<file path="config.mk">
export PLATFORM = sky130hd
export DESIGN_NAME = rcv_field_shifter
export DESIGN_NICKNAME = d
export VERILOG_FILES = /design/src/rtl/usb_rcv_pkg.sv /design/src/rtl/rcv_field_shifter_flex_counter.sv /design/src/rtl/rcv_field_shifter.sv
export SDC_FILE = /design/constraint.sdc
export NUM_CORES = 1
export LEC_CHECK = 0
export ABC_AREA = 1
export BUFFER_PORTS_ARGS = -buffer_cell sky130_fd_sc_hd__clkbuf_2
export CORE_ASPECT_RATIO = 0.8
export CORE_UTILIZATION = 30
export DETAILED_ROUTE_END_ITERATION = 10
export HOLD_SLACK_MARGIN = 0.03
export SYNTH_ARGS = -nofsm -noshare
export SYNTH_HDL_FRONTEND = slang
export SYNTH_SLANG_ARGS = --single-unit
</file>
<file path="constraint.sdc">
create_clock -name clk -period 2 [get_ports clk]
set_input_delay 0.2 -clock clk [delete_from_list [all_inputs] [get_ports clk]]
set_output_delay 0.2 -clock clk [all_outputs]
set_load 0.01 [all_outputs]
</file>
<file path="src/rtl/usb_rcv_pkg.sv">
`default_nettype none
// ============================================================================
// Package   : usb_rcv_pkg
// Purpose   : Shared field widths, field enumeration and field-priority helper
//             for the USB receive datapath.
// Revision  : 1.0 - initial release
// ============================================================================
package usb_rcv_pkg;

   localparam int SYNC_WIDTH  = 8;
   localparam int PID_WIDTH   = 8;
   localparam int CRC5_WIDTH  = 5;
   localparam int CRC16_WIDTH = 16;
   localparam int DATA_WIDTH  = 64;

   // Number of consecutive 1s after which the next bit is a stuff bit
   localparam logic [2:0] STUFF_RUN = 3'd6;

   typedef enum logic [2:0] {
      IDLE  = 3'd0,
      SYNC  = 3'd1,
      PID   = 3'd2,
      CRC5  = 3'd3,
      CRC16 = 3'd4,
      DATA  = 3'd5
   } field_e;

   // Highest-priority asserted field select wins; nothing asserted is IDLE
   function automatic field_e resolve_field(input logic s, input logic p,
                                            input logic c5, input logic c16,
                                            input logic d);
      field_e f;
      if (s)        f = SYNC;
      else if (p)   f = PID;
      else if (c5)  f = CRC5;
      else if (c16) f = CRC16;
      else if (d)   f = DATA;
      else          f = IDLE;
      return f;
   endfunction

endpackage
`default_nettype wire

</file>
<file path="src/rtl/rcv_field_shifter_flex_counter.sv">
`default_nettype none
// ============================================================================
// Module    : flex_counter
// Purpose   : Width-parameterised up-counter with synchronous clear, count
//             enable, and a flag raised while the count equals rollover_val.
// Revision  : 1.0 - initial release
// ============================================================================
module flex_counter #(
   parameter int NUM_CNT_BITS = 4
) (
   input  logic                    clk,
   input  logic                    n_rst,
   input  logic                    clear,
   input  logic                    count_enable,
   input  logic [NUM_CNT_BITS-1:0] rollover_val,
   output logic [NUM_CNT_BITS-1:0] count_out,
   output logic                    rollover_flag
);

   // Count register: clear has priority, wraps to 1 after reaching rollover_val
   always_ff @(posedge clk or negedge n_rst) begin
      if (!n_rst) begin
         count_out <= '0;
      end else if (clear) begin
         count_out <= '0;
      end else if (count_enable) begin
         if (count_out == rollover_val)
            count_out <= NUM_CNT_BITS'(1);
         else
            count_out <= count_out + NUM_CNT_BITS'(1);
      end
   end

   // Flag derived purely from the count register
   always_comb begin
      rollover_flag = (count_out == rollover_val);
   end

endmodule
`default_nettype wire

</file>
<file path="src/rtl/rcv_field_shifter.sv">
`default_nettype none
// ============================================================================
// Module    : rcv_field_shifter
// Purpose   : Deserialises NRZI-decoded USB bits LSB-first into the packet
//             field selected by the receiver control unit, strips stuff bits
//             and flags stuffing violations.
// Revision  : 1.0 - initial release
// ============================================================================
module rcv_field_shifter
   import usb_rcv_pkg::*;
#(
   parameter int SYNC_W  = SYNC_WIDTH,
   parameter int PID_W   = PID_WIDTH,
   parameter int CRC5_W  = CRC5_WIDTH,
   parameter int CRC16_W = CRC16_WIDTH,
   parameter int DATA_W  = DATA_WIDTH
) (
   input  logic               clk,
   input  logic               n_rst,
   input  logic               shift_strobe,
   input  logic               d_orig,
   input  logic               eop,
   input  logic               sync_rcving,
   input  logic               pid_rcving,
   input  logic               crc5_rcving,
   input  logic               crc16_rcving,
   input  logic               data_rcving,
   output logic [SYNC_W-1:0]  rcv_sync,
   output logic [PID_W-1:0]   rcv_pid,
   output logic [CRC5_W-1:0]  rcv_crc5,
   output logic [CRC16_W-1:0] rcv_crc16,
   output logic [DATA_W-1:0]  rcv_data,
   output logic               sync_bits_received,
   output logic               pid_bits_received,
   output logic               crc5_bits_received,
   output logic               crc16_bits_received,
   output logic               data_bits_received,
   output logic               stuff_error
);

   localparam int MAX_A = (SYNC_W > PID_W)   ? SYNC_W : PID_W;
   localparam int MAX_B = (CRC5_W > CRC16_W) ? CRC5_W : CRC16_W;
   localparam int MAX_C = (MAX_A > MAX_B)    ? MAX_A  : MAX_B;
   localparam int MAX_W = (MAX_C > DATA_W)   ? MAX_C  : DATA_W;
   localparam int CNT_W = $clog2(MAX_W + 1);

   field_e             cur_field;
   field_e             prev_field;
   logic               new_entry;
   logic [CNT_W-1:0]   field_w;
   logic [CNT_W-1:0]   bit_count;
   logic               field_full;
   logic               strobe_live;
   logic               stuff_bit;
   logic               shift_bit;
   logic               last_bit;
   logic [2:0]         ones_count;

   // Field resolution, width lookup and per-strobe qualification
   always_comb begin
      cur_field   = resolve_field(sync_rcving, pid_rcving, crc5_rcving,
                                  crc16_rcving, data_rcving);
      new_entry   = (cur_field != prev_field);
      field_w     = '0;
      case (cur_field)
         SYNC:    field_w = CNT_W'(SYNC_W);
         PID:     field_w = CNT_W'(PID_W);
         CRC5:    field_w = CNT_W'(CRC5_W);
         CRC16:   field_w = CNT_W'(CRC16_W);
         DATA:    field_w = CNT_W'(DATA_W);
         default: field_w = '0;
      endcase
      // The entry cycle only clears; a strobe arriving then is dropped
      strobe_live = shift_strobe && (cur_field != IDLE) && !new_entry && !field_full;
      stuff_bit   = strobe_live && (ones_count == STUFF_RUN);
      shift_bit   = strobe_live && (ones_count != STUFF_RUN);
      last_bit    = (bit_count == (field_w - CNT_W'(1)));
   end

   // Shared bit counter: restarted on every field entry, stops at field width
   flex_counter #(
      .NUM_CNT_BITS (CNT_W)
   ) u_bit_counter (
      .clk           (clk),
      .n_rst         (n_rst),
      .clear         (new_entry),
      .count_enable  (shift_bit),
      .rollover_val  (field_w),
      .count_out     (bit_count),
      .rollover_flag (field_full)
   );

   // Field registers: cleared on entry, LSB-first shift on accepted bits
   always_ff @(posedge clk or negedge n_rst) begin
      if (!n_rst) begin
         prev_field <= IDLE;
         rcv_sync   <= '0;
         rcv_pid    <= '0;
         rcv_crc5   <= '0;
         rcv_crc16  <= '0;
         rcv_data   <= '0;
      end else begin
         prev_field <= cur_field;
         if (new_entry) begin
            case (cur_field)
               SYNC:    rcv_sync  <= '0;
               PID:     rcv_pid   <= '0;
               CRC5:    rcv_crc5  <= '0;
               CRC16:   rcv_crc16 <= '0;
               DATA:    rcv_data  <= '0;
               default: ;
            endcase
         end else if (shift_bit) begin
            case (cur_field)
               SYNC:    rcv_sync  <= {d_orig, rcv_sync[SYNC_W-1:1]};
               PID:     rcv_pid   <= {d_orig, rcv_pid[PID_W-1:1]};
               CRC5:    rcv_crc5  <= {d_orig, rcv_crc5[CRC5_W-1:1]};
               CRC16:   rcv_crc16 <= {d_orig, rcv_crc16[CRC16_W-1:1]};
               DATA:    rcv_data  <= {d_orig, rcv_data[DATA_W-1:1]};
               default: ;
            endcase
         end
      end
   end

   // Run length of accepted 1s; survives field changes but not EOP or IDLE
   always_ff @(posedge clk or negedge n_rst) begin
      if (!n_rst) begin
         ones_count <= '0;
      end else if (eop || (cur_field == IDLE)) begin
         ones_count <= '0;
      end else if (stuff_bit) begin
         ones_count <= '0;
      end else if (shift_bit) begin
         ones_count <= d_orig ? (ones_count + 3'd1) : 3'd0;
      end
   end

   // Registered one-cycle completion and stuffing-violation pulses
   always_ff @(posedge clk or negedge n_rst) begin
      if (!n_rst) begin
         sync_bits_received  <= 1'b0;
         pid_bits_received   <= 1'b0;
         crc5_bits_received  <= 1'b0;
         crc16_bits_received <= 1'b0;
         data_bits_received  <= 1'b0;
         stuff_error         <= 1'b0;
      end else begin
         sync_bits_received  <= shift_bit && last_bit && (cur_field == SYNC);
         pid_bits_received   <= shift_bit && last_bit && (cur_field == PID);
         crc5_bits_received  <= shift_bit && last_bit && (cur_field == CRC5);
         crc16_bits_received <= shift_bit && last_bit && (cur_field == CRC16);
         data_bits_received  <= shift_bit && last_bit && (cur_field == DATA);
         stuff_error         <= stuff_bit && d_orig;
      end
   end

endmodule
`default_nettype wire

</file>
==> reports/metrics.yaml <==
grt_antenna_before_repair: 0
synth_cell_types: 29
insertion_delay_ns: 0.41
drc: 0
root_buffer: "clkbuf_16"
dieArea_sq_um: 20500
status: "completed"
wl_per_cell_microns: 12.6
drt_iter0_drc: 370
slowest_delay_ns: 0.37
hpwl_microns: 10000
fin_tns_setup_ns: 0
gp_congestion: 0.788
core_region_area_sq_um: 19300
cap_violations: 0
portBuffers: 116
crit_chain: "xor2_1 -> nor2_1 -> nand2_4 -> nor2_2 -> nand3_2 -> nand2_4 -> buf_4 -> nand2_2 -> nand2_1 -> nand2_1"
hold_viol_final: 0
layout_common_cells: "232 x nand2_1, 120 x dfrtp_1, 119 x nor2_1"
fin_cells: 1199
power_density_nw_per_um2: 844
syn_nets: 813
path_buf_inv: 1
maxSlewHeadroom: 0.719
leakagePower_nw: 4.03
slew_violations: 0
grt_usage: 0.157
grt-ovfl-total: 0
max_freq_mhz: 557
reg2reg_slack_ns: 0.21
routed_wl_microns: 15100
crit_fanout: 13
worstSetupPathType: "reg2reg"
numCtsBuffers: 17
ff2ff_path_depth: 10
start_util: 0.311
synth_seq_area_share: 0.502
final_layout_size_suffix_gt1_frac: 0.214
area_growth_pct: 28.4
fin_crit_ns: 1.79
start_kind: "register"
grt_max_degree: 75
hold_class: "in2reg"
cp.depth: 10
cp_top_family: "simple AND/OR/NAND/NOR gates"
final_common_cell: "nand2_1"
grt_pass1_vias: 4911
fillers: 2016
worstSetupEndpointType: "register"
ys_warn_count: 0
syn_area_sq_um: 5980
r2r-end: "rcv_sync[5]"
avgSynthCellArea_sq_um: 7.50
ctsLongestPathBuffers: 2
ios: 117
dieHeight_microns: 128
h-tree-depth: 4
clk_pin_slew_ns: 0.05
crit_slowest_cell: "dfrtp_1"
dpl.cell_count: 1167
ys_top_cells_by_area: "dfrtp_1 50%, nand2_1 15%, nand3_1 9.5%, nor2_1 7.5%, inv_1 7.3%"
synth-seq-cells: 120
grt_pass1_wl_microns: 25400
skew_ns: 0.00855
dpl_cell_area_sq_um: 7040
max_slew.worst_pin.slew_ns: 0.422
ant_nets: 0
fp-row-count: 45
num_antenna_cells: 0
worstHoldPathCells: 2
synth_top_area_frac: 0.502
synth_cells: 798
worstPathRequired_ns: 2.30
clock_sinks: 120
die_w_microns: 160
vias: 5265
synth_top_area_cell: "dfrtp_1"
ir_worst_vdd_uv: 423
crit_arrival_ns: 2.09
r2r-start: "prev_field[1]"
finalSetupViolCount: 0
fin_area_sq_um: 7680
nets: 944
rsz0062_at_grt: "no"
vias_per_cell: 4.39
post-route-period-util: 0.897
firstDrtPassIters: 6
post_cts.repair.setup_buffers: 0
min_to: "prev_field[1]"
hp-start: "sync_rcving"
cts_tree: "yes"
synth_stat cells (all sizes together):
master	n
dfrtp	120
nand3	117
xnor2	2
or2	1
nor3	2
xor2	8
clkbuf	16
nor2	123
inv	121
a21oi	3
nand4	2
clkinv	1
ha	5
and3	1
nor3b	1
buf	23
nand2	239
o21ai	13
sequential cells by signal (all words and copies together) (netlist names):
| register | cells |
|---|---|
| rcv_data | 64 |
| rcv_crc16 | 16 |
| rcv_pid | 8 |
| rcv_sync | 8 |
| u_bit_counter.count_out | 7 |
| rcv_crc5 | 5 |
| ones_count | 3 |
| prev_field | 3 |
| crc16_bits_received | 1 |
| crc5_bits_received | 1 |
| data_bits_received | 1 |
| pid_bits_received | 1 |
| stuff_error | 1 |
| sync_bits_received | 1 |
how the worst max path moves through the flow:
| stage | startpoint | endpoint | slack, ns |
|---|---|---|---|
| after global routing | u_bit_counter.count_out[0] | rcv_crc16[4] | 0.02 |
| after floorplan | pid_rcving | crc16_bits_received | 0.21 |
| after CTS | prev_field[1] | rcv_sync[2] | 0.20 |
| after global placement | crc5_rcving | data_bits_received | -0.07 |
| after detailed placement | crc5_rcving | data_bits_received | -0.09 |
| final | prev_field[1] | rcv_sync[5] | 0.21 |
per-layer routing:
metal | GRT usage | vias up | share of wire
met5 | 0 | - | 0
met4 | 0.0532 | 0 | 0.012
met3 | 0.0395 | 13 | 0.040
met2 | 0.232 | 124 | 0.43
met1 | 0.223 | 2453 | 0.52
li1 | - | 2675 | -
cells by family after synthesis:
group | count (synthesis) | synth area share
xor+xnor | 10 | 0.0146
flops | 120 | 0.502
simple gates | 486 | 0.346
fa+ha+maj | 5 | 0.0105
compound gates | 16 | 0.0134
buf+inv | 161 | 0.114
final cells by class:
cell class	count	area, sq um	area share
multi-input cells	517	2310	0.300
flip-flops and latches	120	3000	0.391
well taps	258	323	0.0420
repair buffers	151	961	0.125
inverters	122	458	0.0596
clock inverters	8	143	0.0186
clock buffers	23	488	0.0635
metrics by stage:
stage / utilization / setup WS (ns) / hold WS (ns) / power, mW
after floorplan: - / 0.206 / -0.0956 / 2.96
after global placement: 0.366 / -0.0707 / 0.00921 / 3.23
after detailed placement: 0.366 / -0.0904 / 0.00799 / 3.24
after CTS: 0.399 / 0.197 / 0.0543 / 6.60
after global routing: 0.399 / 0.0208 / 0.0688 / 6.78
final: 0.399 / 0.206 / 0.0741 / 6.48
power by group:
group          internal (mW)  switching, mW  total, mW
Combinational          0.210          0.456      0.666
Sequential              2.48         0.0423       2.52
Clock                   2.20           1.09       3.30
what timing repair did:
item                                   CTS  global route
hold buffers                             1             0
setup endpoints to repair                0             0
endpoints found under the hold margin  120             0
resized for setup                        0             0
(Power assumes the default switching activity.)
